--- src/rtl/div_unit.sv ---
// -----------------------------------------------------------------------------
// div_unit
//   Iterative RV32M divider for DIV, DIVU, REM and REMU. It uses a radix-2
//   restoring algorithm and produces one quotient bit per clock, so a normal
//   operation takes 32 iterations. Division by zero and signed overflow are
//   resolved when the request is accepted and complete in a single cycle.
//   Requests and responses both use valid/ready handshakes. A request is taken
//   only while the unit is IDLE, so operations never overlap.
//
// Ports
//   clk        in   rising-edge clock
//   rst_n      in   asynchronous active-low reset
//   req_valid  in   request present
//   req_ready  out  unit can accept a request (FSM in IDLE)
//   div_op     in   2'b00 DIV, 2'b01 DIVU, 2'b10 REM, 2'b11 REMU
//   div_in1    in   dividend (sampled only on the accept edge)
//   div_in2    in   divisor  (sampled only on the accept edge)
//   kill       in   synchronous abort; overrides every other transition
//   rsp_valid  out  result valid (FSM in DONE)
//   rsp_ready  in   consumer takes the result
//   div_out    out  registered quotient or remainder
//   busy       out  high while in CALC or DONE
// -----------------------------------------------------------------------------
module div_unit #(
  parameter int XLEN = 32
) (
  input  logic            clk,
  input  logic            rst_n,
  input  logic            req_valid,
  output logic            req_ready,
  input  logic [1:0]      div_op,
  input  logic [XLEN-1:0] div_in1,
  input  logic [XLEN-1:0] div_in2,
  input  logic            kill,
  output logic            rsp_valid,
  input  logic            rsp_ready,
  output logic [XLEN-1:0] div_out,
  output logic            busy
);

  localparam int CNT_W = $clog2(XLEN);

  localparam logic [XLEN-1:0] INT_MIN = {1'b1, {(XLEN-1){1'b0}}};
  localparam logic [XLEN-1:0] ALL_ONE = {XLEN{1'b1}};
  localparam logic [CNT_W-1:0] LAST_IT = CNT_W'(XLEN - 1);

  typedef enum logic [1:0] {
    IDLE = 2'd0,
    CALC = 2'd1,
    DONE = 2'd2
  } state_t;

  // Two's-complement negation with XLEN-bit wrap, applied conditionally.
  function automatic logic [XLEN-1:0] negate_if(input logic [XLEN-1:0] v,
                                                input logic            neg);
    return neg ? (~v + 1'b1) : v;
  endfunction

  // Control state
  state_t             state_q, state_d;
  logic [CNT_W-1:0]   cnt_q,   cnt_d;
  logic [XLEN-1:0]    div_out_q, div_out_d;

  // Datapath state (written only on accept / iteration, never reset)
  logic [1:0]         op_q,   op_d;
  logic               qneg_q, qneg_d;
  logic               rneg_q, rneg_d;
  logic [XLEN-1:0]    dvsr_q, dvsr_d;
  logic [XLEN-1:0]    rem_q,  rem_d;
  logic [XLEN-1:0]    quo_q,  quo_d;

  // ---------------------------------------------------------------------------
  // Accept-edge operand conditioning
  // ---------------------------------------------------------------------------
  logic                   accept;
  logic                   signed_op;
  logic signed [XLEN-1:0] in1_s, in2_s;
  logic                   neg1, neg2;
  logic [XLEN-1:0]        mag1, mag2;
  logic                   div_zero, sgn_ovf, special;
  logic [XLEN-1:0]        special_res;

  assign req_ready = (state_q == IDLE);
  // kill in IDLE blocks the accept even with req_valid high.
  assign accept    = req_valid & req_ready & ~kill;
  assign signed_op = ~div_op[0];

  assign in1_s = div_in1;
  assign in2_s = div_in2;
  assign neg1  = signed_op && (in1_s < 0);
  assign neg2  = signed_op && (in2_s < 0);
  assign mag1  = negate_if(div_in1, neg1);
  assign mag2  = negate_if(div_in2, neg2);

  assign div_zero = (div_in2 == '0);
  assign sgn_ovf  = signed_op && (div_in1 == INT_MIN) && (div_in2 == ALL_ONE);
  assign special  = div_zero | sgn_ovf;

  // Divide-by-zero has priority, though the two cases cannot coincide.
  always_comb begin
    special_res = '0;
    if (div_zero) begin
      special_res = div_op[1] ? div_in1 : ALL_ONE;
    end else if (sgn_ovf) begin
      special_res = div_op[1] ? '0 : INT_MIN;
    end
  end

  // ---------------------------------------------------------------------------
  // One restoring iteration
  // ---------------------------------------------------------------------------
  logic [XLEN:0]   part_rem;
  logic            trial_ok;
  logic [XLEN-1:0] rem_it, quo_it;
  logic [XLEN-1:0] q_fin, r_fin, fin_res;
  logic            last_it;

  // The partial remainder is below the divisor before the shift, so after
  // the shift it needs XLEN+1 bits. When the trial subtraction succeeds, the
  // difference is again below the divisor and fits in XLEN bits, so a wrapped
  // XLEN-bit subtraction gives the exact result.
  assign part_rem = {rem_q, quo_q[XLEN-1]};
  assign trial_ok = (part_rem >= {1'b0, dvsr_q});
  assign rem_it   = trial_ok ? (part_rem[XLEN-1:0] - dvsr_q) : part_rem[XLEN-1:0];
  assign quo_it   = {quo_q[XLEN-2:0], trial_ok};
  assign last_it  = (cnt_q == LAST_IT);

  // Sign fix-up uses this iteration's values, so the result lands in div_out
  // on the same edge as the last iteration.
  assign q_fin   = negate_if(quo_it, qneg_q);
  assign r_fin   = negate_if(rem_it, rneg_q);
  assign fin_res = op_q[1] ? r_fin : q_fin;

  // ---------------------------------------------------------------------------
  // Next-state logic
  // ---------------------------------------------------------------------------
  always_comb begin
    state_d   = state_q;
    cnt_d     = cnt_q;
    div_out_d = div_out_q;
    op_d      = op_q;
    qneg_d    = qneg_q;
    rneg_d    = rneg_q;
    dvsr_d    = dvsr_q;
    rem_d     = rem_q;
    quo_d     = quo_q;

    if (kill) begin
      // Discard the in-flight operation. div_out keeps its last value.
      state_d = IDLE;
    end else begin
      unique case (state_q)
        IDLE: begin
          if (accept) begin
            op_d   = div_op;
            qneg_d = neg1 ^ neg2;
            rneg_d = neg1;
            dvsr_d = mag2;
            rem_d  = '0;
            quo_d  = mag1;
            cnt_d  = '0;
            if (special) begin
              state_d   = DONE;
              div_out_d = special_res;
            end else begin
              state_d   = CALC;
            end
          end
        end
        CALC: begin
          rem_d = rem_it;
          quo_d = quo_it;
          cnt_d = cnt_q + 1'b1;   // wraps 31 -> 0 on the final iteration
          if (last_it) begin
            state_d   = DONE;
            div_out_d = fin_res;
          end
        end
        DONE: begin
          if (rsp_ready) begin
            state_d = IDLE;
          end
        end
        default: begin
          state_d = IDLE;
        end
      endcase
    end
  end

  // ---------------------------------------------------------------------------
  // Registers
  // ---------------------------------------------------------------------------
  always_ff @(posedge clk or negedge rst_n) begin
    if (!rst_n) begin
      state_q   <= IDLE;
      cnt_q     <= '0;
      div_out_q <= '0;
    end else begin
      state_q   <= state_d;
      cnt_q     <= cnt_d;
      div_out_q <= div_out_d;
    end
  end

  always_ff @(posedge clk) begin
    op_q   <= op_d;
    qneg_q <= qneg_d;
    rneg_q <= rneg_d;
    dvsr_q <= dvsr_d;
    rem_q  <= rem_d;
    quo_q  <= quo_d;
  end

  assign rsp_valid = (state_q == DONE);
  assign busy      = (state_q != IDLE);
  assign div_out   = div_out_q;

endmodule
--- config.mk ---
export PLATFORM = sky130hd
export DESIGN_NAME = div_unit
export DESIGN_NICKNAME = d
export VERILOG_FILES = /design/src/rtl/div_unit.sv
export SDC_FILE = /design/constraint.sdc
export NUM_CORES = 1
export LEC_CHECK = 0
export ABC_AREA = 1
export CAP_MARGIN = 25
export CORE_ASPECT_RATIO = 0.6
export CORE_UTILIZATION = 55
export CTS_BUF_LIST = sky130_fd_sc_hd__clkbuf_8
export DETAILED_ROUTE_END_ITERATION = 7
export PLACE_DENSITY = 0.82
export SETUP_SLACK_MARGIN = 0.2
export SYNTH_ARGS = -nofsm -noshare
export SYNTH_HDL_FRONTEND = slang
export SYNTH_SLANG_ARGS = --single-unit
--- constraint.sdc ---
create_clock -name clk -period 7.8 [get_ports clk]
set_input_delay 1.95 -clock clk [delete_from_list [all_inputs] [get_ports clk]]
set_output_delay 1.95 -clock clk [all_outputs]
set_load 0.01 [all_outputs]
==> metrics.txt <==
syn avg cell area=~6.4 um^2; CTS clock-pin slew for the worst setup and hold paths=80 ps; share of post-route cells with drive strength above 1=4.65%; met2 Track Usage GR=about 49%; Power Total=~4.3 mW; clock buffer count from CTS=17; DRT iter0 DRCs=approximately 2100; num rows=42; syn_nets=2087; Yosys warning count=0; GR peak layer=met1; Critical Path RT=about 8000 ps; Setup Slack @ Placement=about 2000 ps; Setup WS post-layout=between 2000 and 2500 ps; Setup Total Neg Slack=0 ps; fin crit share=roughly three quarters; WP buf/inv=5; largest fanout on the critical path=between 60 and 70; post-synth cell types=51; top cell family by delay on the critical path=simple AND/OR/NAND/NOR gates; Clock Latency Late Sink=~510 ps; number of synthesized flops with an enable pin=between 90 and 100; FFs w/ async S/R, synth=28.3%; RePlAce Congestion=around 1.0; Crit. End Element=flip-flop; VDD IR-drop max=between 0.0003 and 0.0004 V; vias in the first global route=between 10000 and 15000; IO Count=roughly 110; most used cell, CP=nand2_1; 1st-pass router iterations=6; Fmax=between 0.15 and 0.2 GHz; Post-Synthesis Cells=slightly below 2000; crit path launch type=flip-flop; endpoints failing setup=0; cts hold-fix bufs=0; critical path's slowest cell=nor2_4; slowest stage delay, CP=600 ps; fin nets=approximately 2200; n_diodes=0; routed len/inst=18.1 um; Worst Tran Pin Value=approximately 1100 ps; GRT Util Overall=between 30% and 40%; Synth top area share=a little under a quarter; core area=between 20000 and 25000 um^2; critical path type=flip-flop to flip-flop; crit path DAT=6180 ps; initial antenna violation count=0; Synth area leader=edfxtp_1; Post-CTS Setup Bufs=0; antenna-violating nets left=0; # resized after CTS=0; WL final=about 43 mm; RSZ-0062 raised after global routing=false; Synth Register Bits=about 140; Top FF cell, synth=edfxtp_1; number of port buffers=105; leakage power=roughly 6.7 nW; commonest non-fill, non-tap cell in the layout=nand2_1; final number of hold-violating endpoints=0; Final Util=64.1%; clk sinks=138; CTS Buffer Depth=2; fin crit period=around 5800 ps; Starting Density=a little under three fifths; drt drc=0; CTS tree=yes; grt ovf=0; pwr/cell area=slightly above 300 nW/um^2; cell area after synthesis=12700 um^2; post-DR vias/cell=around 6; most frequent cells in the layout=nand2_1, inv_1, nor2_1; status=finished clean; Final HPWL DP=~33 mm; largest net degree at the start of global routing=95; max cap viols=0; Via Count=14000; H-tree depth=4; worst clock skew=~19 ps; final slew viol count=0; Seq/Total Area, Yosys=between 30 and 40%; global-route wire length before repair=~67 mm; Die Y=~120 um; worst min path class=flip-flop to flip-flop; M3 GR Usage=11.0%; top post-synthesis cells by area=edfxtp_1, nand2_1, inv_1, dfrtp_1, nor2_1; Die Wd=198 um; die area=between 20000 and 25000 um^2; Root Driver=clkbuf_8; met1 usage=56.5%; P&R area growth vs syn=12.9%; Relative slew margins=23.4%
[layer usage]
metal | routed length, um | up-vias | part of all wire, %
met4 | 763 | 0 | 1.8
met5 | 0 | - | 0
met2 | 16600 | 1012 | 39
met1 | 18700 | 6381 | 44
met3 | 6840 | 76 | 16
li1 | - | 6508 | -
[final timing paths]
kind	from	end	slack [ps]	depth (start not counted)
max	rem_q[4]$_SDFFCE_PN0P_	div_out[28]$_DFFE_PN0P_	2050	28
min	div_out[18]$_DFFE_PN0P_	div_out[18]$_DFFE_PN0P_	490	2
max reg2reg	rem_q[4]$_SDFFCE_PN0P_	div_out[28]$_DFFE_PN0P_	2050	28
min reg2reg	div_out[18]$_DFFE_PN0P_	div_out[18]$_DFFE_PN0P_	490	2
max in group asynchronous	rst_n	div_out[22]$_DFFE_PN0P_	6090	2
min in group asynchronous	rst_n	div_out[8]$_DFFE_PN0P_	1250	1
[flip-flops by register name (all words and copies together) (netlist names)]
register / flops
rneg_q: 1
op_q: 1
qneg_q: 1
cnt_q: 5
dvsr_q: 32
div_out: 32
quo_q: 32
rem_q: 32
state_q: 2
[Yosys cell counts (all sizes together), types with 13 or more instances]
| cell type | count |
|---|---|
| dfrtp | 39 |
| nor2 | 254 |
| clkbuf | 36 |
| ha | 39 |
| a21oi | 87 |
| nand3b | 20 |
| edfxtp | 99 |
| nand3 | 148 |
| inv | 268 |
| nor3 | 41 |
| nand2 | 629 |
| xor2 | 59 |
| o21ai | 121 |
| xnor2 | 19 |
| nand4 | 26 |
| nor4 | 13 |
| buf | 25 |
[area by class of cell]
| cell class | instances | area (um^2) |
|---|---|---|
| clock buffer | 18 | 248 |
| clock inverter | 14 | 110 |
| fill | 2084 | 8030 |
| inverter | 271 | 1020 |
| multi-input combinational | 1506 | 7420 |
| sequential | 138 | 3950 |
| tap | 308 | 385 |
| timing repair buffer | 119 | 1170 |
[stage by stage]
| step | instance area [um^2] | hold WS (ps) | cells |
|---|---|---|---|
| after floorplan | 12700 | 456 | 1976 |
| after global placement | 13900 | 464 | 2339 |
| after detailed placement | 13900 | 466 | 2340 |
| after CTS | 14300 | 490 | 2372 |
| after global routing | 14300 | 525 | 2374 |
| final | 14300 | 488 | 2374 |
[worst min-delay path, delay by kind of cell, from the launching register on]
family / cells / cell delay [ps]
and+or+nand+nor: 2 / 110
DFF: 1 / 350
[cell families after synthesis]
logic type,after synthesis,share of synthesized area (%)
adders and majority gates,40,4.01
xor gates and xnor gates,78,5.39
DFF,138,31.2
and+or+nand+nor,1147,38.7
AOI/OAI and AO/OA,241,10.3
buffers and inverters,332,10.5
[power breakdown]
group          internal, mW  switching, mW  total, mW
Clock                 0.255          0.316      0.571
Combinational         0.827           1.73       2.55
Sequential             1.05          0.172       1.22
(Power assumes the default switching activity.)
==> RTL change 1: new RTL, config.mk and constraints unchanged <==
Change the parameter `XLEN` from 32 to 16.
--- a/src/rtl/div_unit.sv
+++ b/src/rtl/div_unit.sv
@@ -22,7 +22,7 @@
 //   busy       out  high while in CALC or DONE
 // -----------------------------------------------------------------------------
 module div_unit #(
-  parameter int XLEN = 32
+  parameter int XLEN = 16
 ) (
   input  logic            clk,
   input  logic            rst_n,
Ports: changed (resized div_in1, div_in2 and div_out); port bits go from 106 to 58. The function was not compared with the original's and may differ.
==> RTL change 1 against the unedited design <==
Wire length shrank 64%; synthesized area shrank 53%; highest routed layer is now met5; core utilization grew 3.1 points; setup slack gained 0.86 ns; sequential share of layout area grew 2.9 points; design area shrank 52%; first-iteration DRC count shrank 67%; critical endpoint is now div_out[0]; clock skew shrank 0.011 ns; sequential cell count shrank 65; power shrank 55%; sequential power shrank 50%.
==> RTL change 1: results (changes against the unedited design) <==
Status
  • Status: completed

Worst hold path
  • Hold worst-path end: div_out[11]
  • Hold path start: div_out[11]

GRT
  • Total Routing Usage GR: 29.31% (-7.6 points)
  • Global-route wire length before repair: 24890 um (-63%)
  • GR Layer Usage met1: 45.33% (-11 points)
  • Initial antenna violation count: 1 (+1)
  • Number of global-route vias before repair: 4939 (-60%)
  • Largest net degree at the start of global routing: 45 (-53%)
  • Met2 usage: 39.19% (-10 points)
  • Grt met3 use: 8.181% (-2.9 points)

Place
  • DP Cell Count: 1024 (-56%)
  • GP Congestion: 0.9274 (-12%)
  • Area post-placement: 0.006588 mm2 (-53%)

Finish
  • Layout cells sized above 1: 5.623% (+0.98 points)

Worst setup path
  • Crit path capture: div_out[0]
  • Reg2Reg Setup Slack: 3.63 ns (+1.58 ns)
  • Reg2reg start: dvsr_q[12]
  • CP Launch Point: div_in1[0]
  • CP max-delay cell: nand2_1
  • Reg2Reg Capture Point: div_out[14]
  • CP peak stage delay: 0.48 ns (-0.12 ns)
  • Worst-path fanout max: 25 (-61%)

Routing
  • Routed metal-1 wirelength: 7601 um (-59%)
  • Met2 WL: 6002 um (-64%)
  • Routed length per instance: 14.98 um (-17%)
  • First DRT Iteration DRCs: 686 (-67%)
  • Vias: 5829 (-58%)

Power and ir drop
  • Peak supply drop: 179.5 uV (-40%)
  • Lkg Pwr: 3.133 nW (-53%)

Clock network
  • TritonCTS buffer count: 9 (-8)
  • H-tree Lvls: 3 (-1)

Logic synthesis
  • Distinct cells, synth: 46 (-9.8%)
  • EDFF count, synth: 51 (-48%)
  • Top post-synthesis cells by area: edfxtp_1 26%, nand2_1 15%, dfrtp_1 9.3%
  • Synth async-reset ratio: 30.14% (+1.9 points)
  • Post-synthesis sequential area ratio: 35.02% (+3.9 points)

Timing
  • Hold WS: 0.4831 ns (-0.005268 ns)
  • Post-route setup slack: 2.902 ns (+0.8571 ns)
[RTL change 1: cell type report]
class	count	area, um2
Fill cell	889	3336
Multi-Input combinational cell	641	3311
Sequential cell	73	2082
Timing Repair Buffer	62	635.6
Inverter	115	432.9
Tap cell	135	168.9
Clock buffer	9	123.9
Clock inverter	7	70.07
[RTL change 1: logic make-up after synthesis]
family	synth area share, %
AO/OA/AOI/OAI	11.45
XOR/XNOR	5.451
adder cells (fa/ha/maj)	4.967
buffers and inverters	9.366
flip-flops	35.02
AND/OR/NAND/NOR	33.74
[RTL change 1: where the power goes]
part           internal, mW  leakage (nW)  switching (mW)
Combinational         0.359          2.27           0.663
Sequential            0.531         0.774          0.0778
Clock                 0.147        0.0909           0.157
Total                  1.04          3.13           0.898
[RTL change 1: worst max-delay path: cells and delay by family]
kind | cells | cell delay [ns]
AO/OA/AOI/OAI | 1 | 0.14
adder cells (fa/ha/maj) | 1 | 0.14
buffers and inverters | 4 | 0.96
AND/OR/NAND/NOR | 9 | 1.98
==> RTL change 2: new RTL, config.mk and constraints unchanged <==
Made on the original files. Register the inputs `div_op`, `div_in1` and `div_in2` before use. The logic sees them one clock later. The other inputs are not delayed to match.
--- a/src/rtl/div_unit.sv
+++ b/src/rtl/div_unit.sv
@@ -50,6 +50,16 @@
     DONE = 2'd2
   } state_t;
 
+  logic [1:0] div_op_q;
+  logic [XLEN-1:0] div_in1_q;
+  logic [XLEN-1:0] div_in2_q;
+
+  always_ff @(posedge clk) begin
+    div_op_q  <= div_op;
+    div_in1_q <= div_in1;
+    div_in2_q <= div_in2;
+  end
+
   // Two's-complement negation with XLEN-bit wrap, applied conditionally.
   function automatic logic [XLEN-1:0] negate_if(input logic [XLEN-1:0] v,
                                                 input logic            neg);
@@ -83,26 +93,26 @@
   assign req_ready = (state_q == IDLE);
   // kill in IDLE blocks the accept even with req_valid high.
   assign accept    = req_valid & req_ready & ~kill;
-  assign signed_op = ~div_op[0];
-
-  assign in1_s = div_in1;
-  assign in2_s = div_in2;
+  assign signed_op = ~div_op_q[0];
+
+  assign in1_s = div_in1_q;
+  assign in2_s = div_in2_q;
   assign neg1  = signed_op && (in1_s < 0);
   assign neg2  = signed_op && (in2_s < 0);
-  assign mag1  = negate_if(div_in1, neg1);
-  assign mag2  = negate_if(div_in2, neg2);
-
-  assign div_zero = (div_in2 == '0);
-  assign sgn_ovf  = signed_op && (div_in1 == INT_MIN) && (div_in2 == ALL_ONE);
+  assign mag1  = negate_if(div_in1_q, neg1);
+  assign mag2  = negate_if(div_in2_q, neg2);
+
+  assign div_zero = (div_in2_q == '0);
+  assign sgn_ovf  = signed_op && (div_in1_q == INT_MIN) && (div_in2_q == ALL_ONE);
   assign special  = div_zero | sgn_ovf;
 
   // Divide-by-zero has priority, though the two cases cannot coincide.
   always_comb begin
     special_res = '0;
     if (div_zero) begin
-      special_res = div_op[1] ? div_in1 : ALL_ONE;
+      special_res = div_op_q[1] ? div_in1_q : ALL_ONE;
     end else if (sgn_ovf) begin
-      special_res = div_op[1] ? '0 : INT_MIN;
+      special_res = div_op_q[1] ? '0 : INT_MIN;
     end
   end
 
@@ -152,7 +162,7 @@
       unique case (state_q)
         IDLE: begin
           if (accept) begin
-            op_d   = div_op;
+            op_d   = div_op_q;
             qneg_d = neg1 ^ neg2;
             rneg_d = neg1;
             dvsr_d = mag2;
Check against the original RTL: not equivalent (Yosys sat finds a counterexample within 4 cycles, from zero or initial values and one cycle with rst_n low).
==> RTL change 2 against the unedited design <==
Setup slack gained 0.64 ns; sequential share of layout area grew 6.4 points; wire length grew 0.87%; global-route usage shrank 2.2 points; design area grew 8.3%; synthesized area grew 6.4%; hold slack gained 0.0040 ns; sequential cell count grew 66; power grew 12%; critical endpoint unchanged.
==> RTL change 2: results (changes against the unedited design) <==
Worst setup path
  • Worst-path fanout max: 55 (-14%)
  • Reg2reg start: dvsr_q[31]
  • Reg2Reg Depth: 26 (-7.1%)
  • CP max-delay cell: edfxtp_1
  • CP peak stage delay: 0.43 ns (-0.17 ns)
  • Reg2Reg Setup Slack: 2.68 ns (+0.64 ns)

Clock network
  • TritonCTS buffer count: 31 (+14)
  • Worst-skew pair later-pin latency: 0.61 ns (+0.10 ns)
  • H-tree Lvls: 1 (-3)
  • Clock buffer depth: 3 (+1)
  • CTS clk-pin slew, worst paths: 0.06 ns (-0.02 ns)

Logic synthesis
  • Top post-synthesis cells by area: edfxtp_1 22%, nand2_1 15%, dfxtp_1 9.8%
  • Commonest cells in the synthesized netlist: 531 x nand2_1, 221 x nor2_1, 219 x inv_1
  • Distinct cells, synth: 55 (+7.8%)
  • Synth async-reset ratio: 19.12% (-9.1 points)
  • Post-synthesis sequential area ratio: 39.08% (+7.9 points)

Power and ir drop
  • Lkg Pwr: 7.003 nW (+4.3%)
  • Int Pwr: 2.690 mW (+26%)

Timing
  • Clock Skew: 0.02542 ns (+0.006462 ns)
  • Worst slew margin: 19.75% (-3.6 points)

GRT
  • Grt met3 use: 17.53% (+6.5 points)
  • Number of global-route vias before repair: 11.58k (-6.5%)
  • Global-route wire length before repair: 65400 um (-1.9%)
  • Largest net degree at the start of global routing: 90 (-5.3%)

Finish
  • Layout cells sized above 1: 6.519% (+1.9 points)

Routing
  • Routed length per instance: 18.50 um (+2.3%)

Status
  • Status: completed

Place
  • DP HPWL: 33720 um (+0.72%)
  • GP Congestion: 0.9778 (-6.8%)
==> RTL change 2: cell types whose count changed in the layout (fill, tap and decap cells not counted), moves of 16 or more <==
| cell | change |
|---|---|
| dfxtp_1 | +66 |
| nor2_1 | -20 |
| o21ai_0 | +23 |
| nand2_1 | -79 |
| clkbuf_8 | +21 |
| nand3_1 | -16 |
| inv_1 | -41 |
==> RTL change 2: cell families (layout without fill, tap and decap cells) <==
group | after synthesis | count (layout) | share of synthesized area, %
AO/OA/AOI/OAI | 285 | 285 | 11.60
flip-flops | 204 | 204 | 39.08
buffers and inverters | 286 | 403 | 8.415
XOR/XNOR | 72 | 72 | 4.676
AND/OR/NAND/NOR | 1021 | 1021 | 32.47
adder cells (fa/ha/maj) | 40 | 40 | 3.767
==> RTL change 2: cell type report <==
cell class                      count  area share, %
Clock buffer                       39          3.465
Clock inverter                     19          1.058
Inverter                          229          5.565
Multi-Input combinational cell   1418          45.90
Sequential cell                   204          34.02
Tap cell                          315          2.544
Timing Repair Buffer              116          7.447
==> RTL change 2: power groups by stage <==
stage	clock network, mW	registers, mW	logic [mW]
6_report	0.992	1.61	2.27
5_1_grt	1.04	1.62	2.52
4_1_cts	0.997	1.59	2.21
3_5_place_dp	0	1.61	2.20
3_3_place_gp	0	1.61	2.16
2_1_floorplan	0	1.55	1.56
==> RTL change 2: how the worst min path moves through the flow <==
stage | end | from
after detailed placement | div_out[27] | div_out[27]
after global routing | cnt_q[2] | cnt_q[2]
after floorplan | op_q[1] | div_op_q[1]
after CTS | div_out[27] | div_out[27]
final | div_out[13] | div_out[13]
after global placement | div_out[25] | div_out[25]
==> RTL change 2: worst register-to-register path: stages (launching register included) <==
cell	delay, ns
edfxtp_1	0.43
inv_1	0.16
ha_1	0.27
nand2_1	0.20
nor2_1	0.07
nand3_1	0.18
nor2_1	0.06
nand2_1	0.07
nand2_2	0.07
nor2_4	0.33
nand2_8	0.32
inv_4	0.29
ha_1	0.23
nand3_1	0.14
nor3_1	0.29
nand3_1	0.19
nor3_1	0.27
nand3_1	0.16
nor2_1	0.20
nand2_1	0.13
nor3_1	0.20
nand2_1	0.12
a21o_1	0.17
a31oi_1	0.25
o21ai_1	0.11
nand2_1	0.07
nand2_1	0.05
==> RTL change 2: stage by stage <==
step	instance area (um2)	hold slack [ns]	setup slack [ns]	cells
global placement	14750	0.4671	2.473	2280
finish	15490	0.4924	2.684	2340
global route	15490	0.5074	2.143	2340
floorplan	13500	0.4064	0.9984	1908
CTS	15450	0.4872	2.854	2338
detailed placement	14750	0.4668	2.238	2280
==> RTL change 2: routing by layer <==
metal | vias to the layer above | share of wire [%]
li1 | 6430 | -
met1 | 6025 | 46
met2 | 744 | 36
met3 | 37 | 17
met4 | 0 | 1.1
met5 | - | 0
